$ cat src/rtl/gray_n.sv
// gray_n: free-running N-bit Gray counter with a cycle-aligned binary value, a one-hot change mask and a wrap pulse.
// Optional: define GRAY_N_CHECK_EN to build a sticky single-bit-change checker that drives err.
module gray_n #(
  parameter int N = 8
) (
  input  logic         clk,
  input  logic         rst_n,
  output logic [N-1:0] gray_code,
  output logic [N-1:0] bin_code,
  output logic [N-1:0] chg_onehot,
  output logic         wrap,
  output logic         err
);

  logic [N-1:0] bin_q;
  logic [N-1:0] gray_q;
  logic [N-1:0] chg_q;
  logic         wrap_q;

  logic [N-1:0] bin_next;
  logic [N-1:0] gray_next;

  // The Gray value is computed from the next binary value and registered on
  // the same edge, so gray_code comes straight from a flop with no added latency.
  assign bin_next  = bin_q + N'(1);
  assign gray_next = bin_next ^ (bin_next >> 1);

  always_ff @(posedge clk) begin
    if (!rst_n) begin
      bin_q  <= '0;
      gray_q <= '0;
      chg_q  <= '0;
      wrap_q <= 1'b0;
    end else begin
      // NOTE: non-blocking assignments mean gray_q on the right-hand side is
      // still the previous value, which is exactly what the change mask needs.
      bin_q  <= bin_next;
      gray_q <= gray_next;
      chg_q  <= gray_next ^ gray_q;
      wrap_q <= (bin_next == '0);
    end
  end

  assign gray_code  = gray_q;
  assign bin_code   = bin_q;
  assign chg_onehot = chg_q;
  assign wrap       = wrap_q;

`ifdef GRAY_N_CHECK_EN
  logic [N-1:0] prev_gray_q;
  logic [N-1:0] gray_diff;
  logic         chk_valid_q;
  logic         err_q;
  logic         one_bit_diff;

  // A single set bit is non-zero and clears when ANDed with itself minus one.
  assign gray_diff    = gray_q ^ prev_gray_q;
  assign one_bit_diff = (gray_diff != '0) && ((gray_diff & (gray_diff - N'(1))) == '0);

  // chk_valid_q skips the first comparison after reset, whose "previous"
  // value is the reset state rather than a counted value.
  always_ff @(posedge clk) begin
    if (!rst_n) begin
      prev_gray_q <= '0;
      chk_valid_q <= 1'b0;
      err_q       <= 1'b0;
    end else begin
      prev_gray_q <= gray_q;
      chk_valid_q <= 1'b1;
      if (chk_valid_q && !one_bit_diff) begin
        err_q <= 1'b1;
      end
    end
  end

  assign err = err_q;
`else
  assign err = 1'b0;
`endif

endmodule

$ cat config.mk
export PLATFORM = sky130hd
export DESIGN_NAME = gray_n
export DESIGN_NICKNAME = d
export VERILOG_FILES = /design/src/rtl/gray_n.sv
export SDC_FILE = /design/constraint.sdc
export NUM_CORES = 1
export LEC_CHECK = 0
export ABC_AREA = 1
export CAP_MARGIN = 20
export CELL_PAD_IN_SITES_DETAIL_PLACEMENT = 1
export CELL_PAD_IN_SITES_GLOBAL_PLACEMENT = 2
export CORE_MARGIN = 1.5
export CORE_UTILIZATION = 26
export DETAILED_ROUTE_END_ITERATION = 10
export GPL_TIMING_DRIVEN = 0
export MAX_ROUTING_LAYER = met4
export PLACE_DENSITY = 0.74
export REMOVE_ABC_BUFFERS = 1
export SLEW_MARGIN = 20
export SYNTH_ARGS = -nofsm -noshare
export SYNTH_HDL_FRONTEND = slang
export SYNTH_SLANG_ARGS = --single-unit
$ cat constraint.sdc
create_clock -name clk -period 1.8 [get_ports clk]
set_input_delay 0.36 -clock clk [delete_from_list [all_inputs] [get_ports clk]]
set_output_delay 0.36 -clock clk [all_outputs]
set_load 0.005 [all_outputs]
# Yosys cells after proc, flatten, opt, wreduce, memory -nomap -nowiden
# Index checks and enable logic that the tools add are counted.
# W data, S select, Z words.
# op_classes
addsub	1
bitwise_logic	2
n_reduce_logical	1
# ops
cell	count
$add A8 B1 Y8 const B	1
$logic_not A8 Y1	1
$xor A8 B7 Y8	1
$xor A8 B8 Y8	1
# word_totals
reg_bits	25
in_bits	2
out_inout_bits	26
elab_cells	8

# Longest topological paths before layout
# Gate-level depths: netlist of run 1.
# depth
ltp_word	3
mapped_depth	11
mapped_depth_nobuf	11

# Worst setup path after synthesis of run 1
# Ideal clock, no wire load.
# synth_path
kind	reg2reg
start	register bin_q[2] (netlist: bin_code[2])
end	register chg_q[2] (netlist: chg_onehot[2])
setup_ps	128
arrival_ps	1411
required_time_ps	1672
slack_ps	262
stages_incl_launch_ff	7
n_path_buf	0
synth_period_minus_slack_ps	1538
cell_sequence	dfxtp_1 nand3_2 xor2_1 inv_1 ha_1 xnor2_1 nor2_1
# synth_via
elab_chain_cells	3
# synth_rtl
item	line_no	rtl
from (decl)	15	logic [N-1:0] bin_q;
from (signal assigned)	37	bin_q <= bin_next;
$add A8 B1 Y8	25	assign bin_next = bin_q + N'(1);
$xor A8 B7 Y8	26	assign gray_next = bin_next ^ (bin_next >> 1);
net gray_next[2]	21	logic [N-1:0] gray_next;
$xor A8 B8 Y8	39	chg_q <= gray_next ^ gray_q;
to (signal assigned)	39	
to (decl)	17	logic [N-1:0] chg_q;
# The timed path passes the listed nets, and every way through them passes these cells.
# A chain may end at the register's enable or synchronous reset.

# Worst setup path after layout of run 1
# Same ends and word-level chain as after synthesis.

==> results of run 1 <==
==> routing by layer <==
metal  vias up  global-route usage
met5         -                   -
met4         0            0.007653
met3         0             0.03885
met2        21              0.2538
met1       452              0.1265
li1        468                   -
==> critical path, delay by kind of cell, from the launching register on <==
family / cells / cell delay, ns
AND/OR/NAND/NOR: 2 / 0.18
XOR/XNOR: 2 / 0.44
buffers and inverters: 1 / 0.12
flip-flops: 1 / 0.42
adder cells (fa/ha/maj): 1 / 0.35
==> cell type report <==
type / count / area [sq um]
well taps: 48 / 60.06
flip-flops and latches: 24 / 483.0
multi-input cells: 96 / 495.5
fillers: 453 / 2361
clock buffers: 4 / 55.05
inverters: 15 / 56.30
repair buffers: 26 / 260.3
==> report_power, final <==
group	internal [W]	switching [W]	total, W	leakage (nW)
Clock	0.000195	0.000172	0.000367	0.0288
Sequential	0.000560	0.0000204	0.000580	0.196
Combinational	0.0000765	0.0000641	0.000141	0.348
Total	0.000831	0.000256	0.00109	0.573
==> sequential cells by signal (all words and copies together) (netlist names) <==
| signal | flops |
|---|---|
| wrap | 1 |
| chg_onehot | 8 |
| bin_code | 8 |
| gray_code | 7 |
==> placed cells by master (no fill, tap or decap), types with 2 or more instances in the layout <==
cell type	n
dfxtp_1	22
xor2_1	5
ha_1	2
clkbuf_8	4
dfxtp_2	2
nor2_2	2
nand3_2	2
nor2_1	24
nand2_2	7
a21oi_1	3
nand2_1	32
inv_2	2
inv_1	12
o21ai_0	2
clkdlybuf4s50_1	26
nand3_1	10
xnor2_1	2
==> stage by stage <==
stage / std cells / power (W) / hold WS [ns] / setup WS [ns]
after CTS: 213 / 0.001114 / 0.5187 / 0.03307
after global placement: 209 / 0.0007289 / 0.4884 / 0.05266
after detailed placement: 209 / 0.0007323 / 0.5050 / 0.02305
final: 213 / 0.001088 / 0.5121 / 0.1832
after global routing: 213 / 0.001150 / 0.5598 / 0.03730
after floorplan: 135 / 0.0006549 / 0.4576 / 0.2602
==> logic make-up after synthesis <==
family | count (synthesis) | share of synthesized area
and+or+nand+nor | 80 | 0.3468
DFF | 24 | 0.4561
buffers and inverters | 19 | 0.07599
xor gates and xnor gates | 7 | 0.05820
AOI/OAI and AO/OA | 5 | 0.02375
adders and majority gates | 3 | 0.03563
other | 1 | 0.003560
==> path summary, 6_finish.rpt <==
kind	start	endpoint	slack (ns)	cells after the start
worst max-delay path	bin_code[2]	chg_onehot[2]	0.18	6
worst min-delay path	gray_code[4]	chg_onehot[4]	0.51	2
worst max register to register	bin_code[2]	chg_onehot[2]	0.18	6
worst min register to register	gray_code[4]	chg_onehot[4]	0.51	2
==> what timing repair did <==
item,CTS,global route
resized for setup,0,3
hold buffers,0,0
setup endpoints to repair,0,6
==> results.md, run 1 <==
- The number of top-level design ports is 28.
- At the end of the flow, the number of nets in the layout was 171.
- The number of buffers added by the clock tree synthesis step is 3.
- The worst setup path is captured at a flip-flop.
- Across the run, the number of max-cap violations was 0.
- The uppermost layer routed is met3.
- The most repeated cell in the gate-level netlist after synthesis is nand2_1.
- Adding up every negative setup slack in the final design gives 0 ns.
- For this block, the via count after detailed routing is 941.
- Sorting the synthesized cells by area gives the leading types as dfxtp_1 46%, nand2_1 11%, nor2_1 8.6%, nand3_1 4.8%, inv_1 4.3%.
- The register bit count reported by yosys is 24.
- Along the worst path, the maximum fanout reaches 7.
- The count of inserted antenna diode cells is 0.
- For the final database, setup skew stands at 0.003779 ns.
- For this block, wires on met1 add up to 994 um.
- The number of antenna violations at the first check in global routing is 0.
- The most instantiated flip-flop cell in the synthesis netlist is dfxtp_1.
- Compared with the post-synthesis result, the final layout area differs by 33.85%.
- Walking the worst path, the cells encountered are nand3_2, xor2_1, inv_1, ha_1, xnor2_1, nor2_1.
- For this design, the slowest cell found on the critical path is dfxtp_2.
- The fraction of the cycle the final worst path needs is 0.8982.
- Row generation in the floorplan step produced 22 rows.
- TritonCTS built the clock tree.
- The number of global-route vias before repair is 989.
- The sequential area share after synthesis is 0.4561.
- The share of final-layout standard cells stronger than drive strength 1 is 0.1333.
- In this run the cell area of the synthesized design comes to 1054 sq um.
- The routed length per placed instance is 11.58 um.
- Counting flops with a built-in enable in the synthesized netlist gives 0.
- The data required time at the worst endpoint is 1.94 ns.
- The number of pins exceeding their max-slew limit in the final report is 0.
- For this design the static power due to leakage is 0.5729 nW.
- For this run, design rule violations remaining after detail routing come to 0.
- The count of endpoints failing setup in the final report is 0.
- After clock tree synthesis, the setup repair step added 0 buffers.
- The number of vias per cell is 4.418.
- The maximum number of pins on one net before global-route repair is 17.
- The Yosys warning count is 0.
- In the synthesized netlist the async set-or-reset flop fraction comes to 0.
- The wire length of the first global-routing pass is 4250 um.
- After synthesis, the most frequently instantiated cells are 32 x nand2_1, 24 x dfxtp_1, 24 x nor2_1.
- Measured against its own limit, the worst slew margin works out to 0.6381.
- IR analysis of the VDD net gives a maximum drop of 0.5537 mV.
- The starting DRC count in detailed routing is 24.
- Of all cell types, the one taking the most synthesized area is dfxtp_1.
- The clock period minus final worst setup slack is 1.617 ns.
- The start-to-end type of the worst setup path is flip-flop to flip-flop.
- Setup repair after global routing left no endpoint under its margin.
- The transition at the pin with the smallest max-transition slack is 0.5422 ns.
- The starting density of the core is 0.2794.
- STA puts the critical path data arrival time at 1.76 ns.
- At the later pin of the worst-skew pair, clock insertion delay measures 0.27 ns.
- The first TritonRoute pass finished after 3 iterations.
- The critical path launch point type is a flip-flop.
- CTS placed an instance of clkbuf_8 at the clock tree root.
- The final cell utilization of the core is 0.3739.
- After routing the design area is 1410 sq um.
- The placer's final routability congestion estimate is 0.7260.
- The clock input transition at the sequential cells of the worst setup and hold paths is 0.09 ns.
- The die is 66.66 um wide.
- The total wire length after detailed routing is 2466 um.
- The synthesized area per cell is 7.579 sq um.
- The count of nets left with antenna violations once routing finished came out at 0.
- The run finished with clean final reports.
- In this design, the stage delay of the slowest critical-path cell is 0.42 ns.
- CTS built an H-tree with a depth of 1.
- The path class of the tightest hold or removal check is flip-flop to flip-flop.
- The final number of hold-violating endpoints is 0.
- The number of cells produced by synthesis is 139.
- The share of the synthesized area in the top cell type is 0.4561.
- For this run the aggregate overflow at the end of global routing stands at 0.
- The routed design uses 120 um of met3 wire.
- After detailed placement, the total cell area comes to 1350 sq um.
- Port buffering added 26 buffers.
- Wire segments on met2 add up to 1352 um in the final route.
- The power density over cell area is 771.4 nW/um^2.
- For this run, the total global-route usage over all layers was measured as 0.1277.
- After synthesis, the netlist uses 22 different library cells.
- The HPWL reported at the end of detailed placement is 1907 um.
- The core region is 3771 sq um.
- The area of the die is 4443 sq um.
- The floorplan die height is 66.66 um.
- The number of sinks on the clock net is 24.
- Based on the critical path, the design can be clocked at up to 618.5 MHz.
- The number of buffers on the longest clock path is 2.
Note: power is estimated with default switching activity, not from simulation.
==> run 2, diff against run 1 <==
- clock period: 1.8 -> 1.5 ns (I/O delays scaled with it)
==> results.md, run 2 (synthesis results as in run 1) <==
- The run finished with clean final reports.
- The width of the die is 66.66 um.
- CTS built an H-tree with a depth of 1.
- The start-to-end type of the worst setup path is flip-flop to primary output.
- For this run, design rule violations remaining after detail routing come to 0.
- The starting density of the core is 0.2794.
- The data arrival time of the critical path is 1.15 ns.
- STA puts the critical path data required time at 1.20 ns.
- Across the routed clock network, the largest skew measured is 0.005077 ns.
- The starting DRC count in detailed routing is 30.
- The core region is 3771 sq um.
- The number of vias per cell is 4.386.
- The clock period minus final worst setup slack is 1.449 ns.
- The number of port buffers is 26.
- The number of hold buffers added after CTS was 0.
- The number of filler cells placed in the layout is 454.
- 28 I/O pins were placed.
- After clock tree synthesis, the clock-pin slew on the worst setup and hold paths is 0.08 ns.
- Global routing finished with a remaining overflow of 0.
- Setup violations remaining at the end of the flow were counted as 0.
- The count of inserted antenna diode cells is 0.
- The number of global-route vias before repair is 992.
- The detailed router placed 965 vias in this run.
- The largest fanout on the critical path is 5.
- The number of buffers on the longest clock path is 2.
- The wire length of the first global-routing pass is 4326 um.
- The floorplan row count is 22.
- The static leakage is 0.6353 nW.
- The most critical setup path has its startpoint at bin_code[1].
- In this run the power density over the cells is 850.4 nW/um^2.
- The delay of the slowest critical-path stage is 0.50 ns.
- After legalization and detailed placement, the total HPWL measured 1907 um.
- The top cell family by delay on the critical path is buffers and inverters.
- The routed length per placed instance is 11.72 um.
- From synthesis to final layout, the design area changed by 47.27%.
- Hold is met by 0.5068 ns.
- The number of antenna violations at the first check in global routing was 0.
- In the layout the commonest cells are 29 x nand2_1, 25 x clkdlybuf4s50_1, 24 x nor2_1, 15 x dfxtp_1.
- The critical path launch point type is a flip-flop.
- The maximum number of pins on one net before global-route repair is 17.
- From bottom edge to top edge, the die measures 66.66 um.
- The number of buffers added by the clock tree synthesis step is 3.
- The post-detailed-route count of antenna-violating nets is 0.
- The share of final-layout standard cells stronger than drive strength 1 is 0.2791.
- The CTS tree is yes.
- Clock latency on the worst-skew pair, taken at its later pin, is 0.26 ns.
- The number of nets at the end of the flow is 178.
- In this run the most critical hold path is launched from gray_code[4].
- The tool flagged a number of max-cap violations equal to 0.
- The total wire length after detailed routing is 2579 um.
- The total negative slack is 0 ns.
- The final number of hold-violating endpoints is 0.
- The signal on the critical path passes through clkdlybuf4s50_1.
- The worst-case IR drop observed on VDD is 0.6508 mV.
- The area of the die is 4443 sq um.
- The number of pins exceeding their max-slew limit in the final report is 0.
- The worst path buffer plus inverter count is 1.
- Among all stages on the critical path, the largest delay is contributed by clkdlybuf4s50_1.
- In this run the critical register-to-register path is launched from bin_code[0].
- The number of sinks on the clock net is 24.
- Of the available clock period, the critical path in the final layout requires 0.9662.
- The classification of the worst-slack hold path is flip-flop to flip-flop.
- The upper clock frequency limit is 690.0 MHz.
- The placer's final routability congestion estimate is 0.7260.
- The worst setup path is captured at a primary output.
- The leading cell type in the layout, fill and taps excluded is nand2_1.
- The tree is rooted in a clkbuf_8.
- The first detailed-routing pass ran for 3 iterations.
- Across every metal layer, demand over resource in global routing totals 0.1303.
[run 2: changes by cell type in the layout (fill, tap and decap cells not counted), sizes merged]
cell | before | now
buf | 0 | 7
clkdlybuf4s50 | 26 | 25
clkinv | 1 | 0
clkinvlp | 0 | 1
dlymetal6s2s | 0 | 1
[run 2: routing by layer]
layer / routed length, um / part of all wire / vias up / global-route usage
met2: 1436 / 0.56 / 21 / 0.2600
met5: 0 / 0 / - / -
li1: - / - / 485 / -
met3: 113 / 0.044 / 0 / 0.03885
met1: 1030 / 0.40 / 459 / 0.1287
met4: 0 / 0 / 0 / 0.007653
[run 2: what timing repair did]
item	CTS	global route
setup endpoints to repair	20	15
setup buffers	2	5
gates resized for setup	13	19
pin swaps	0	7
[run 2: worst paths after layout]
kind              endpoint  depth (start not counted)  slack (ns)
max            bin_code[1]                          1        0.05
min          chg_onehot[4]                          2        0.51
max reg2reg           wrap                          5        0.12
min reg2reg  chg_onehot[4]                          2        0.51
[run 2: area by class of cell]
type | instances | area (sq um) | share of cell area
clock buffer | 4 | 55.05 | 0.03548
inverter | 15 | 62.56 | 0.04032
multi-input combinational | 96 | 554.3 | 0.3573
sequential | 24 | 504.2 | 0.3250
tap | 48 | 60.06 | 0.03871
timing repair buffer | 33 | 315.3 | 0.2032
[run 2: power by group]
group          internal [W]  switching, W
Sequential         0.000667     0.0000239
Combinational      0.000110     0.0000864
Clock              0.000234      0.000198
Total               0.00101      0.000309
[run 2: per-stage QoR]
stage               total power (W)  instances  utilization  cell area, sq um  setup slack [ns]
floorplan                 0.0007859        135            -              1030          -0.03978
CTS                        0.001347        215       0.3852              1453          -0.02583
global placement          0.0008747        209       0.3580              1350           -0.1896
finish                     0.001319        220       0.4114              1551           0.05071
global route               0.001405        220       0.4114              1551          -0.01646
detailed placement        0.0008787        209       0.3580              1350           -0.2201
[run 2: worst reg2reg max path, stage by stage (launching register included)]
cell	delay (ns)
dfxtp_4	0.38
ha_4	0.18
xnor2_2	0.25
ha_4	0.17
nand3_1	0.08
nor4_2	0.25
==> run 3, diff against run 2 <==
- ABC_AREA: 1 -> default
- CORE_UTILIZATION: 26 -> 28
- PLACE_DENSITY: 0.74 -> 0.73
==> results.md, run 3 <==
- The met2 layer wire length in the routed design is 1491 um.
- The library cell used most frequently in the layout, excluding fill and tap cells, is clkdlybuf4s50_1.
- The share of final-layout standard cells stronger than drive strength 1 is 0.3356.
- The tree built by TritonCTS fans out to 24 sinks.
- For this run, the total global-route usage over all layers was measured as 0.1451.
- The power density over cell area is 894.1 nW/um^2.
- Entering global routing, the biggest net connects 18 pins.
- For this design the static power due to leakage is 0.6637 nW.
- The placer's final routability congestion estimate is 0.7628.
- The worst hold path cell count is 2.
- The HPWL reported at the end of detailed placement is 1685 um.
- The count of nets left with antenna violations once routing finished came out at 0.
- The number of nets at the end of the flow is 152.
- The overall overflow remaining after global route is 0.
- The synthesized area per cell is 9.868 sq um.
- In the layout the commonest cells are 22 x clkdlybuf4s50_1, 15 x dfxtp_1, 12 x buf_4, 10 x nor2_1, 8 x dfxtp_4.
- For this run, the number of standard cells in the final layout without fillers is 194.
- The Yosys warning count is 0.
- The number of port buffers is 26.
- The starting DRC count in detailed routing is 10.
- The final reports fail on setup timing.
- The commonest cells after synthesis are 24 x dfxtp_1, 10 x nor2_1, 9 x a21oi_1.
- The number of antenna violations at the first check in global routing was 0.
- The number of buffers on the longest clock path is 2.
- The worst register-to-register path has a depth of 4.
- The clock latency on the worst-skew pair is 0.27 ns.
- The register bit count reported by yosys is 24.
- The wire length of the first global-routing pass is 4526 um.
- Static timing analysis puts the maximum clock frequency at 653.8 MHz.
- The worst setup path is captured at a flip-flop.
- In the finished design, the share of the clock period the worst path needs comes to 1.020.
- After clock tree synthesis, the clock-pin slew on the worst setup and hold paths is 0.09 ns.
- The clock root buffer master is clkbuf_8.
- The number of H-tree levels is 1.
- The final setup slack of the worst path is -0.02942 ns.
- Measured along the x axis, the die boundary spans 64.12 um.
- The number of antenna diodes in the final layout is 0.
- The data arrival time of the critical path is 1.74 ns.
- The uppermost layer routed is met4.
- OpenSTA, run right after detailed placement, puts the worst setup slack at -0.6171 ns.
- The largest total area in the synthesized netlist belongs to dfxtp_1.
- The first detailed-routing pass ran for 4 iterations.
- The number of pins exceeding their max-slew limit in the final report is 0.
- In the post-synthesis netlist, the biggest area contributors are dfxtp_1 46%, xnor2_1 5.0%, a21oi_1 4.3%, xnor3_1 4.3%, and2_1 3.6%.
- Once placement completed, the tool counted placed cells totaling 177.
- The most instantiated flip-flop cell in the synthesis netlist is dfxtp_1.
- In this run the vertical extent of the chip is 64.12 um.
- The floorplan row count is 22.
- TritonCTS built the clock tree.
- The starting density of the core is 0.2879.
- Of the synthesized area, sequential elements account for 0.4593.
- The final number of hold-violating endpoints came to 0.
- The synthesis-to-layout area growth is 58.85%.
- After synthesis, the share of flip-flops with an asynchronous set or reset is 0.
- The share of synthesized area in the top cell type comes to 0.4593.
- The number of enable-type register cells in the synthesized netlist is 0.
- TritonCTS created 3 clock buffers.
- The number of cells produced by synthesis is 106.
- Setup violations remaining at the end of the flow were counted as 3.
- In this run the worst path has a maximum fanout of 7.
- In the routed design, unresolved DRC markers number 0.
- After detailed routing, the met3 layer carries 121 um of wire.
- In the final routing, the length of wire on met1 measures 1279 um.
- The total wire length after detailed routing is 2965 um.
- For the worst setup path, the data required time is 1.71 ns.
- Setup repair after global routing could not meet its margin everywhere.
- The start-to-end type of the worst setup path is flip-flop to flip-flop.
- The number of global-route vias before repair is 907.
- The post-synthesis instance area is 1046 sq um.
- The max-cap violation count is 0.
- The clock period minus final worst setup slack is 1.529 ns.
- The number of top-level design ports is 28.
- The number of vias per cell is 4.881.
- The flow ran to the end, but the final reports show violations.
- Once layout is complete, the utilization of the core stands at 0.4573.
- The total number of vias is 947.
- The peak ir drop on the vdd network is 0.4837 mV.
- The area of the die is 4111 sq um.
- STA classifies the critical path startpoint as a flip-flop.
- On the final layout, the worst clock skew is 0.009726 ns.
- The floorplan core area is 3633 sq um.
- By instance count, the leading cell after synthesis is dfxtp_1.
- The post-synthesis cell type count is 32.
- The classification of the worst-slack hold path is flip-flop to flip-flop.
- After detailed routing, the average wire length per cell comes to 15.28 um.
## run 3: cell families after synthesis
group                    synth area share
AO/OA/AOI/OAI                      0.1112
XOR/XNOR                           0.1423
adder cells (fa/ha/maj)           0.03589
buffers and inverters             0.02511
flip-flops                         0.4593
multiplexers                     0.009570
other                            0.003585
AND/OR/NAND/NOR                    0.2129
## run 3: metrics by stage
step	hold slack, ns	setup TNS [ns]	total power, W	area [sq um]
floorplan	0.4217	-1.138	0.0007943	1027
global placement	0.4579	-7.460	0.0008856	1348
detailed placement	0.4719	-8.343	0.0008897	1348
CTS	0.4987	0	0.001486	1553
global route	0.5273	-0.6040	0.001574	1662
finish	0.4900	-0.03567	0.001486	1662
## run 3: what timing repair did
| item | 4_1_cts | 5_1_grt |
|---|---|---|
| gates resized for setup | 28 | 17 |
| hold buffers | 0 | 0 |
| setup endpoints to repair | 30 | 17 |
| hold endpoints to repair | 0 | 0 |
| setup buffers | 8 | 5 |
| pin swaps | 4 | 10 |
| gates cloned | 0 | 0 |
## run 3: area by class of cell
cell class / instances / area [sq um]
Sequential cell: 24 / 511.7
Tap cell: 48 / 60.06
Fill cell: 426 / 1972
Timing Repair Buffer: 39 / 364.1
Multi-Input combinational cell: 77 / 645.6
Inverter: 2 / 8.758
Clock buffer: 3 / 41.29
Clock inverter: 1 / 30.03
## run 3: power by group
part / leakage, nW / internal [W] / total (W) / switching, W
Clock: 0.0357 / 0.000357 / 0.000575 / 0.000218
Sequential: 0.201 / 0.000664 / 0.000692 / 0.0000287
Combinational: 0.427 / 0.000129 / 0.000218 / 0.0000892
Total: 0.664 / 0.00115 / 0.00149 / 0.000336
## run 3: layer usage
| layer | track usage | vias up |
|---|---|---|
| li1 | - | 452 |
| met1 | 0.1939 | 460 |
| met2 | 0.2161 | 28 |
| met3 | 0.02465 | 7 |
| met4 | 0.06383 | 0 |
| met5 | - | - |
## run 3: final timing paths
path | to | startpoint | slack, ns
setup / recovery | gray_code[6] | bin_code[2] | -0.03
hold reg to reg | chg_onehot[4] | gray_code[4] | 0.49
setup reg to reg | gray_code[6] | bin_code[2] | -0.03
hold / removal | chg_onehot[4] | gray_code[4] | 0.49
## run 3: worst max-delay path, cell delays in order, from the launching register on
cell and delay [ns]:
dfxtp_4 0.39, nand4_1 0.22, or3_4 0.46, a211o_1 0.29, a21oi_2 0.11
